$ cat src/rtl/artyz7_led_driver.sv
// Arty Z7 LED driver: per-LED off/on/blink/pulse modes with PWM brightness,
// configured through a valid/ready command port, with registered LED outputs.
module artyz7_led_driver #(
  parameter int num_leds          = 4,
  parameter int pwm_bits          = 8,
  parameter int blink_half_period = 62500000,
  parameter int pulse_cycles      = 12500000
) (
  input  logic                clk_ext,
  input  logic                reset_n,
  input  logic                cmd_valid,
  output logic                cmd_ready,
  input  logic [1:0]          cmd_index,
  input  logic [1:0]          cmd_mode,
  input  logic [pwm_bits-1:0] cmd_brightness,
  output logic                cmd_error,
  output logic [0:num_leds-1] led
);

  typedef enum logic [1:0] {
    MODE_OFF   = 2'b00,
    MODE_ON    = 2'b01,
    MODE_BLINK = 2'b10,
    MODE_PULSE = 2'b11
  } mode_t;

  typedef enum logic {
    PULSE_IDLE   = 1'b0,
    PULSE_ACTIVE = 1'b1
  } pulse_t;

  localparam int bw = (blink_half_period > 2) ? $clog2(blink_half_period) : 1;
  localparam int pw = (pulse_cycles > 1) ? $clog2(pulse_cycles) : 1;

  // PWM counter tops out one below all-ones so full brightness never drops out.
  localparam logic [pwm_bits-1:0] pwm_last   = {{(pwm_bits-1){1'b1}}, 1'b0};
  localparam logic [bw-1:0]       blink_last = bw'(blink_half_period - 1);
  localparam logic [pw-1:0]       pulse_load = pw'(pulse_cycles - 1);
  localparam logic [2:0]          led_count  = 3'(num_leds);

  logic [pwm_bits-1:0] pwm_cnt_r;
  logic [bw-1:0]       blink_cnt_r;
  logic                blink_phase_r;
  mode_t               mode_r   [num_leds];
  logic [pwm_bits-1:0] bright_r [num_leds];
  pulse_t              pstate_r [num_leds];
  logic [pw-1:0]       pcnt_r   [num_leds];

  logic                accept_s;
  logic                bad_index_s;
  logic                hit_s      [num_leds];
  logic [0:num_leds-1] led_next_s;

  // Command decode and per-LED output function from the registered state.
  always_comb begin
    accept_s    = cmd_valid & cmd_ready;
    bad_index_s = ({1'b0, cmd_index} >= led_count);
    led_next_s  = '0;
    for (int i = 0; i < num_leds; i++) begin
      hit_s[i] = accept_s && !bad_index_s && (cmd_index == 2'(i));
      case (mode_r[i])
        MODE_OFF:   led_next_s[i] = 1'b0;
        MODE_ON:    led_next_s[i] = (pwm_cnt_r < bright_r[i]);
        MODE_BLINK: led_next_s[i] = (pwm_cnt_r < bright_r[i]) & blink_phase_r;
        MODE_PULSE: led_next_s[i] = (pwm_cnt_r < bright_r[i]) & (pstate_r[i] == PULSE_ACTIVE);
        default:    led_next_s[i] = 1'b0;
      endcase
    end
  end

  // Shared counters, handshake, per-LED configuration and pulse state machines.
  always_ff @(posedge clk_ext) begin
    if (!reset_n) begin
      cmd_ready     <= 1'b0;
      cmd_error     <= 1'b0;
      led           <= '0;
      pwm_cnt_r     <= '0;
      blink_cnt_r   <= '0;
      blink_phase_r <= 1'b0;
      for (int i = 0; i < num_leds; i++) begin
        mode_r[i]   <= MODE_OFF;
        bright_r[i] <= '0;
        pstate_r[i] <= PULSE_IDLE;
        pcnt_r[i]   <= '0;
      end
    end else begin
      // Ready drops for exactly one cycle after each transfer.
      cmd_ready <= !accept_s;
      if (accept_s && bad_index_s) begin
        cmd_error <= 1'b1;
      end
      led <= led_next_s;

      if (pwm_cnt_r == pwm_last) begin
        pwm_cnt_r <= '0;
      end else begin
        pwm_cnt_r <= pwm_cnt_r + pwm_bits'(1);
      end

      if (blink_cnt_r == blink_last) begin
        blink_cnt_r   <= '0;
        blink_phase_r <= !blink_phase_r;
      end else begin
        blink_cnt_r <= blink_cnt_r + bw'(1);
      end

      for (int i = 0; i < num_leds; i++) begin
        if (hit_s[i]) begin
          mode_r[i]   <= mode_t'(cmd_mode);
          bright_r[i] <= cmd_brightness;
          if (mode_t'(cmd_mode) == MODE_PULSE) begin
            pstate_r[i] <= PULSE_ACTIVE;
            pcnt_r[i]   <= pulse_load;
          end else begin
            pstate_r[i] <= PULSE_IDLE;
            pcnt_r[i]   <= '0;
          end
        end else begin
          case (pstate_r[i])
            PULSE_ACTIVE: begin
              if (pcnt_r[i] == '0) begin
                pstate_r[i] <= PULSE_IDLE;
                mode_r[i]   <= MODE_OFF;
              end else begin
                pcnt_r[i] <= pcnt_r[i] - pw'(1);
              end
            end
            PULSE_IDLE: pcnt_r[i] <= '0;
            default: begin
              pstate_r[i] <= PULSE_IDLE;
              pcnt_r[i]   <= '0;
            end
          endcase
        end
      end
    end
  end

endmodule

$ cat config.mk
export PLATFORM = sky130hd
export DESIGN_NAME = artyz7_led_driver
export DESIGN_NICKNAME = d
export VERILOG_FILES = /design/src/rtl/artyz7_led_driver.sv
export SDC_FILE = /design/constraint.sdc
export NUM_CORES = 1
export LEC_CHECK = 0
export ABC_CLOCK_PERIOD_IN_PS = 7800
export BUFFER_PORTS_ARGS = -buffer_cell sky130_fd_sc_hd__buf_2
export CORE_MARGIN = 10
export CORE_UTILIZATION = 45
export CTS_CLUSTER_DIAMETER = 60
export DETAILED_ROUTE_END_ITERATION = 6
export GPL_ROUTABILITY_DRIVEN = 0
export HOLD_SLACK_MARGIN = 0.02
export SETUP_SLACK_MARGIN = 0.4
export SKIP_LAST_GASP = 1
export SLEW_MARGIN = 20
export SYNTH_ARGS = -nofsm -noshare
export SYNTH_HDL_FRONTEND = slang
export SYNTH_SLANG_ARGS = --single-unit
$ cat constraint.sdc
create_clock -name clk_ext -period 7.8 [get_ports clk_ext]
set_input_delay 0.78 -clock clk_ext [delete_from_list [all_inputs] [get_ports clk_ext]]
set_output_delay 0.78 -clock clk_ext [all_outputs]
set_load 0.01 [all_outputs]
==> results of run 1 <==
-- worst paths after layout --
path	to	slack (ns)	depth (start not counted)
setup reg to reg	pcnt_r[2][23]	4.84	7
hold / removal	blink_cnt_r[0]	0.45	1
hold reg to reg	blink_cnt_r[0]	0.45	1
setup / recovery	pcnt_r[2][23]	4.84	7
-- logic make-up (layout without fill, tap and decap cells) --
logic type	Yosys count	in the layout	share of synthesized area
xor+xnor	106	106	0.09703
fa+ha+maj	39	39	0.05100
other cells	1	2	0.0003919
simple gates	366	366	0.2150
buf+inv	81	110	0.03491
compound gates	128	128	0.08173
flops	180	180	0.5199
-- per-stage QoR --
stage | hold slack (ns) | util | power, mW | instances | setup WS [ns]
final | 0.4495 | 0.5043 | 2.324 | 1206 | 4.843
after global routing | 0.4683 | 0.5042 | 2.427 | 1205 | 4.591
after CTS | 0.4523 | 0.5039 | 2.352 | 1205 | 4.813
after detailed placement | 0.4364 | 0.4744 | 1.458 | 1173 | 4.701
after global placement | 0.4286 | 0.4743 | 1.456 | 1173 | 4.757
after floorplan | 0.4129 | - | 1.384 | 901 | 4.882
-- routing by layer --
| layer | GRT usage | share of wire | vias to the layer above |
|---|---|---|---|
| met4 | 0.03582 | 0.010 | 0 |
| met1 | 0.1828 | 0.51 | 3019 |
| met2 | 0.2042 | 0.45 | 69 |
| met5 | 0 | 0 | - |
| met3 | 0.03124 | 0.031 | 12 |
| li1 | - | - | 3257 |
-- report_power, final --
group | switching [mW] | internal [mW] | leakage (nW)
Sequential | 0.0308 | 1.07 | 1.95
Clock | 0.392 | 0.495 | 0.311
Combinational | 0.195 | 0.141 | 2.33
-- flip-flops by register name (all words and copies together) (netlist names) --
signal / count
pcnt_r: 96
blink_cnt_r: 26
led: 4
blink_phase_r: 1
mode_r: 8
pstate_r: 4
pwm_cnt_r: 8
bright_r: 32
cmd_ready: 1
-- worst max-delay path, stage by stage (launching register included) --
cell and delay [ns]:
edfxtp_1 0.43, inv_1 0.10, ha_1 0.14, or4b_1 0.44, nor4_1 0.45, a211oi_2 0.33, a31oi_2 0.68, a21oi_1 0.09
-- placed cells by master (no fill, tap or decap), types with 9 or more instances in the layout --
cell type | netlist | final
and3_1 | 9 | 9
clkbuf_16 | 0 | 21
nand2_1 | 43 | 43
nor4_1 | 17 | 17
a31oi_1 | 9 | 9
buf_2 | 6 | 19
nor2_1 | 99 | 99
or4_1 | 12 | 12
a21oi_1 | 43 | 43
or3_1 | 11 | 11
nor3_1 | 23 | 22
and2_1 | 50 | 50
xnor2_1 | 58 | 58
inv_1 | 51 | 51
nand3_1 | 34 | 34
nand4_1 | 14 | 14
a21o_1 | 15 | 15
edfxtp_1 | 137 | 137
ha_1 | 39 | 39
xor2_1 | 48 | 48
o21ai_0 | 33 | 32
dfxtp_1 | 43 | 43
-- layout make-up --
| type | instances | area (um^2) | share of cell area |
|---|---|---|---|
| clock buffers | 21 | 525.5 | 0.04973 |
| flip-flops and latches | 180 | 4975 | 0.4708 |
| multi-input cells | 640 | 4284 | 0.4054 |
| well taps | 275 | 344.1 | 0.03256 |
| repair buffers | 26 | 147.6 | 0.01397 |
| inverters | 52 | 195.2 | 0.01847 |
| diodes | 1 | 2.502 | 0.0002368 |
| clock inverters | 11 | 93.84 | 0.008880 |
==> impl_results.md, run 1 <==
- Synth Flop Type: edfxtp_1
- Worst r2r src: pcnt_r[2][0]
- Distinct cells, synth: 62
- FFs w/ async S/R, synth: 0
- TritonCTS Sinks: 180
- #FFs+latches synth: 180
- CTS resizes: 0
- GRT overflow: 0
- Status: complete, no violations
- Synthesized area per cell: approximately 11 um^2
- Unrepaired setup endpoints after global routing: no
- Max-Cap Viols: 0
- Hold Fails Final Rpt: 0
- Area Overhead vs Synth: 10.45%
- F_max: 0.3382 GHz
- TritonRoute pass-1 iters: 4
- Reg clk slew, reported paths: 0.07 ns
- Worst Hold Class: reg2reg
- Final Cell Area: about 11000 um^2
- Fin. max-slew vios: 0
- Drt total wl: ~18000 um
- Die height: 165.8 um
- Fin Setup TNS: 0 ns
- CP Max Fanout: 14
- Initial DRC count: 333
- Avg WL per Cell: 15.28 um
- Final setup fails: 0
- VDD IR max: approximately 130 uV
- Final period util: 0.3791
- Global Route Usage Sum: 0.1327
- Die area: approximately 27000 um^2
- Largest net degree at the start of global routing: 25
- CP Capture Type: flip-flop
- Most common cell in the netlist: edfxtp_1
- Hold buffers post-CTS: 0
- Post-CTS Setup Inserts: 0
- EDFF count, synth: approximately 140
- P per Cell Area: between 200 and 250 nW/um^2
- Final ANT Viol Nets: 0
- CTS H-tree depth: 4
- CP startpoint: pcnt_r[2][0]
- Initial antenna violation count: 1
- Seq/Total Area, Yosys: 0.5199
- Worst Path Required: ~7.9 ns
- Worst-Skew Late Latency: between 0.4 and 0.5 ns
- Via count: 6357
- CTS tree: done
- Fillers: roughly 1900
- Starting density of the core: 0.4566
- Synth cell count leaders: edfxtp_1 (137), nor2_1 (99), xnor2_1 (58), inv_1 (51), and2_1 (50)
- Lkg Pwr: roughly 4.6 nW
- Final Skew: between 0.01 and 0.015 ns
- Number of global-route vias before repair: roughly 6000
- Row count: 53
- CTS buffer count: 17
- HP Start: blink_cnt_r[0]
- Synth warn: 0
- Share of cells above drive strength 1: 0.09570
- Fin nets: just under 1000
- # IOs: 21
- CP arrival: 3.09 ns
- IO buf count: 19
- DP HPWL: between 10000 and 15000 um
- Dominant cell type by area after synthesis: edfxtp_1
- Worst slew margin: 0.3099
- DR vias/cell: ~5.3
- CTS Buffer Depth: 2
- Worst slew pin tran: around 1.0 ns
- DP Area: 9941 um^2
- First-pass GRT wire length: 30570 um
- Core area: 20960 um^2
- Synth Instances: 901
- Min Tclk post-route: 2.957 ns
- Die W: around 170 um
- Crit path kind: reg2reg
- Share of the synthesized area in the top cell type: 0.4300
- DRC: 0
- Syn Std Cell Area: between 9000 and 10000 um^2
- Clk root buf: clkbuf_16
- Synth area leaders: edfxtp_1 (43%), dfxtp_1 (9.0%), xnor2_1 (5.3%), ha_1 (5.1%), xor2_1 (4.4%)
- CP Launch Type: flip-flop
- Mapped Nets: 955
No activity file was read; power rests on OpenSTA's default activity.
==> run 2, diff against run 1 <==
--- a/config.mk
+++ b/config.mk
@@ -5,7 +5,7 @@
 export SDC_FILE = /design/constraint.sdc
 export NUM_CORES = 1
 export LEC_CHECK = 0
-export ABC_CLOCK_PERIOD_IN_PS = 7800
+export ABC_CLOCK_PERIOD_IN_PS = 2500
 export BUFFER_PORTS_ARGS = -buffer_cell sky130_fd_sc_hd__buf_2
 export CORE_MARGIN = 10
 export CORE_UTILIZATION = 45
==> constraint.sdc (replaced) <==
create_clock -name clk_ext -period 2.5 [get_ports clk_ext]
set_input_delay 0.25 -clock clk_ext [delete_from_list [all_inputs] [get_ports clk_ext]]
set_output_delay 0.25 -clock clk_ext [all_outputs]
set_load 0.01 [all_outputs]
==> run 2 against run 1 <==
  * Sequential share of layout area is 5.8 points lower
  * Die area stayed put
  * Global-route usage is 1.3 points higher
  * Setup slack worse by 4.6 ns
  * Cell area is 14% higher
  * Clock skew is 0.0029 ns higher
  * Register-to-register slack worse by 4.6 ns
  * Final cell count is 7.2% higher
  * Clock-buffer cell count is 1 higher
  * Via count is 7.5% higher
==> impl_results.md, run 2 (same netlist as run 1, synthesis figures left out) <==
- Hold Path Stages: 2 (was 1)
- Avg WL per Cell: 16.28 um (was 15.28 um)
- R2R depth: 5 (was 7)
- Worst Hold End: cmd_ready (was blink_cnt_r[0])
- Worst Hold Class: in2reg (was reg2reg)
- Initial DRC count: 416 (was 333)
- IO buf count: 19 (unchanged)
- Status: complete, no violations (unchanged)
- Worst slew margin: 0.3247 (was 0.3099)
- TritonCTS Sinks: 180 (unchanged)
- Biggest register: pcnt_r (unchanged)
- F_max: 0.4396 GHz (was 0.3382 GHz)
- HP Start: cmd_valid (was blink_cnt_r[0])
- Global Route Usage Sum: 0.1459 (was 0.1327)
- Hold_ws: 0.08969 ns (was 0.4495 ns)
- Die area: 27490 um^2 (unchanged)
- Reg clk slew, reported paths: 0.07 ns (about the same)
- CTS buffer count: 17 (unchanged)
- Unrepaired setup endpoints after global routing: yes (was no)
- Worst reg2reg path endpoint: pcnt_r[2][17] (was pcnt_r[2][23])
- CP arrival: 2.45 ns (was 3.09 ns)
- Crit path kind: reg2reg (unchanged)
- CTS H-tree depth: 4 (unchanged)
- Area Overhead vs Synth: 25.92% (was 10.45%)
- Clk root buf: clkbuf_16 (unchanged)
- Die height: 165.8 um (unchanged)
- Worst r2r src: pcnt_r[2][10] (was pcnt_r[2][0])
- Max-Cap Viols: 0 (unchanged)
- Final Skew: 0.01368 ns (was 0.01083 ns)
- DRC: 0 (unchanged)
- DP HPWL: 12970 um (was 12450 um)
- Worst slew pin tran: 1.012 ns (was 1.033 ns)
- Fin nets: 1057 (was 971)
- Place WS: 0.1316 ns (was 4.701 ns)
- Worst Path Required: 2.68 ns (was 7.94 ns)
- Fillers: 1791 (was 1931)
- Initial antenna violation count: 2 (was 1)
- Starting density of the core: 0.4566 (unchanged)
- Min Tclk post-route: 2.275 ns (was 2.957 ns)
- Max reg flops: 96 (unchanged)
- Final Cell Area: 12050 um^2 (was 10570 um^2)
- Largest registers: pcnt_r (96), bright_r (32), blink_cnt_r (26) (unchanged)
- CTS Buffer Depth: 2 (unchanged)
- Final setup fails: 0 (unchanged)
- Share of cells above drive strength 1: 0.2707 (was 0.09570)
- Final period util: 0.9099 (was 0.3791)
- CP Max Fanout: 6 (was 14)
- Via count: 6834 (was 6357)
- Worst setup margin: 0.2254 ns (was 4.843 ns)
- Hold Fails Final Rpt: 0 (unchanged)
- # IOs: 21 (unchanged)
- Core area: 20960 um^2 (unchanged)
- CTS tree: done (unchanged)
- Lkg Pwr: 5.244 nW (was 4.598 nW)
- Most frequent cells in the layout: edfxtp_1 (137), nor2_1 (83), buf_4 (62) (was edfxtp_1 (137), nor2_1 (99), xnor2_1 (58))
- Final ANT Viol Nets: 0 (unchanged)
- R2r setup slk: 0.23 ns (was 4.84 ns)
- Commonest non-fill, non-tap cell in the layout: edfxtp_1 (unchanged)
- Fin. max-slew vios: 0 (unchanged)
- First-pass GRT wire length: 33490 um (was 30570 um)
- Row count: 53 (unchanged)
- Worst-Skew Late Latency: 0.43 ns (about the same)
- CP Capture Type: flip-flop (unchanged)
- DP Area: 10390 um^2 (was 9941 um^2)
- DR vias/cell: 5.285 (was 5.271)
- Drt total wl: 21050 um (was 18430 um)
- TritonRoute pass-1 iters: 5 (was 4)
- VDD IR max: 409.6 uV (was 129.5 uV)
- Largest net degree at the start of global routing: 25 (unchanged)
- GRT overflow: 0 (unchanged)
- Fin Setup TNS: 0 ns (unchanged)
- Die W: 165.8 um (unchanged)
- CP Launch Type: flip-flop (unchanged)
- P per Cell Area: 630.8 nW/um^2 (was 220.0 nW/um^2)
- Pwr Total: 7.600 mW (was 2.324 mW)
- Number of global-route vias before repair: 6524 (was 5963)
## run 2: worst max-delay path, stage by stage, from the launching register on
cell and delay [ns]:
edfxtp_1 0.40, or4_4 0.61, or4_1 0.44, or3_4 0.35
o21ai_2 0.13, a31oi_1 0.09
## run 2: area by class of cell
type / instances / area, um^2 / share of cell area
multi-input cells: 648 / 4991 / 0.4143
flip-flops and latches: 180 / 4975 / 0.4129
repair buffers: 104 / 925.9 / 0.07685
clock buffers: 22 / 518.0 / 0.04300
well taps: 275 / 344.1 / 0.02856
inverters: 52 / 195.2 / 0.01620
clock inverters: 10 / 93.84 / 0.007789
diodes: 2 / 5.005 / 0.0004154
## run 2: worst max path at each step
stage,to,startpoint,cells after the start
after global routing,pcnt_r[2][3],pcnt_r[2][1],8
after floorplan,pcnt_r[2][17],pcnt_r[2][8],6
after global placement,pcnt_r[2][17],pcnt_r[2][11],5
after detailed placement,pcnt_r[2][17],pcnt_r[2][11],5
final,pcnt_r[2][17],pcnt_r[2][10],5
after CTS,pcnt_r[2][17],pcnt_r[2][10],5
## run 2: where the power goes
part | total, mW | switching (mW) | internal, mW
Clock | 2.76 | 1.21 | 1.55
Sequential | 3.44 | 0.103 | 3.34
Combinational | 1.40 | 0.743 | 0.656
Total | 7.60 | 2.05 | 5.55
## run 2: metal layers
| layer | share of wire | vias to the layer above | track usage |
|---|---|---|---|
| met5 | 0 | - | 0 |
| met3 | 0.036 | 13 | 0.03360 |
| met4 | 0.0079 | 0 | 0.03968 |
| li1 | - | 3452 | - |
| met1 | 0.48 | 3283 | 0.1977 |
| met2 | 0.47 | 86 | 0.2288 |
## run 2: timing repair
action,4_1_cts,5_1_grt
pin swaps,23,23
gates cloned,6,6
resized for setup,36,98
setup buffers,26,20
setup endpoints to repair,186,220
hold buffers,0,0
## run 2: stage by stage
stage / instances / util
2_1_floorplan: 901 / -
3_3_place_gp: 1201 / 0.4956
3_5_place_dp: 1201 / 0.4956
4_1_cts: 1265 / 0.5452
5_1_grt: 1292 / 0.5748
6_report: 1293 / 0.5749
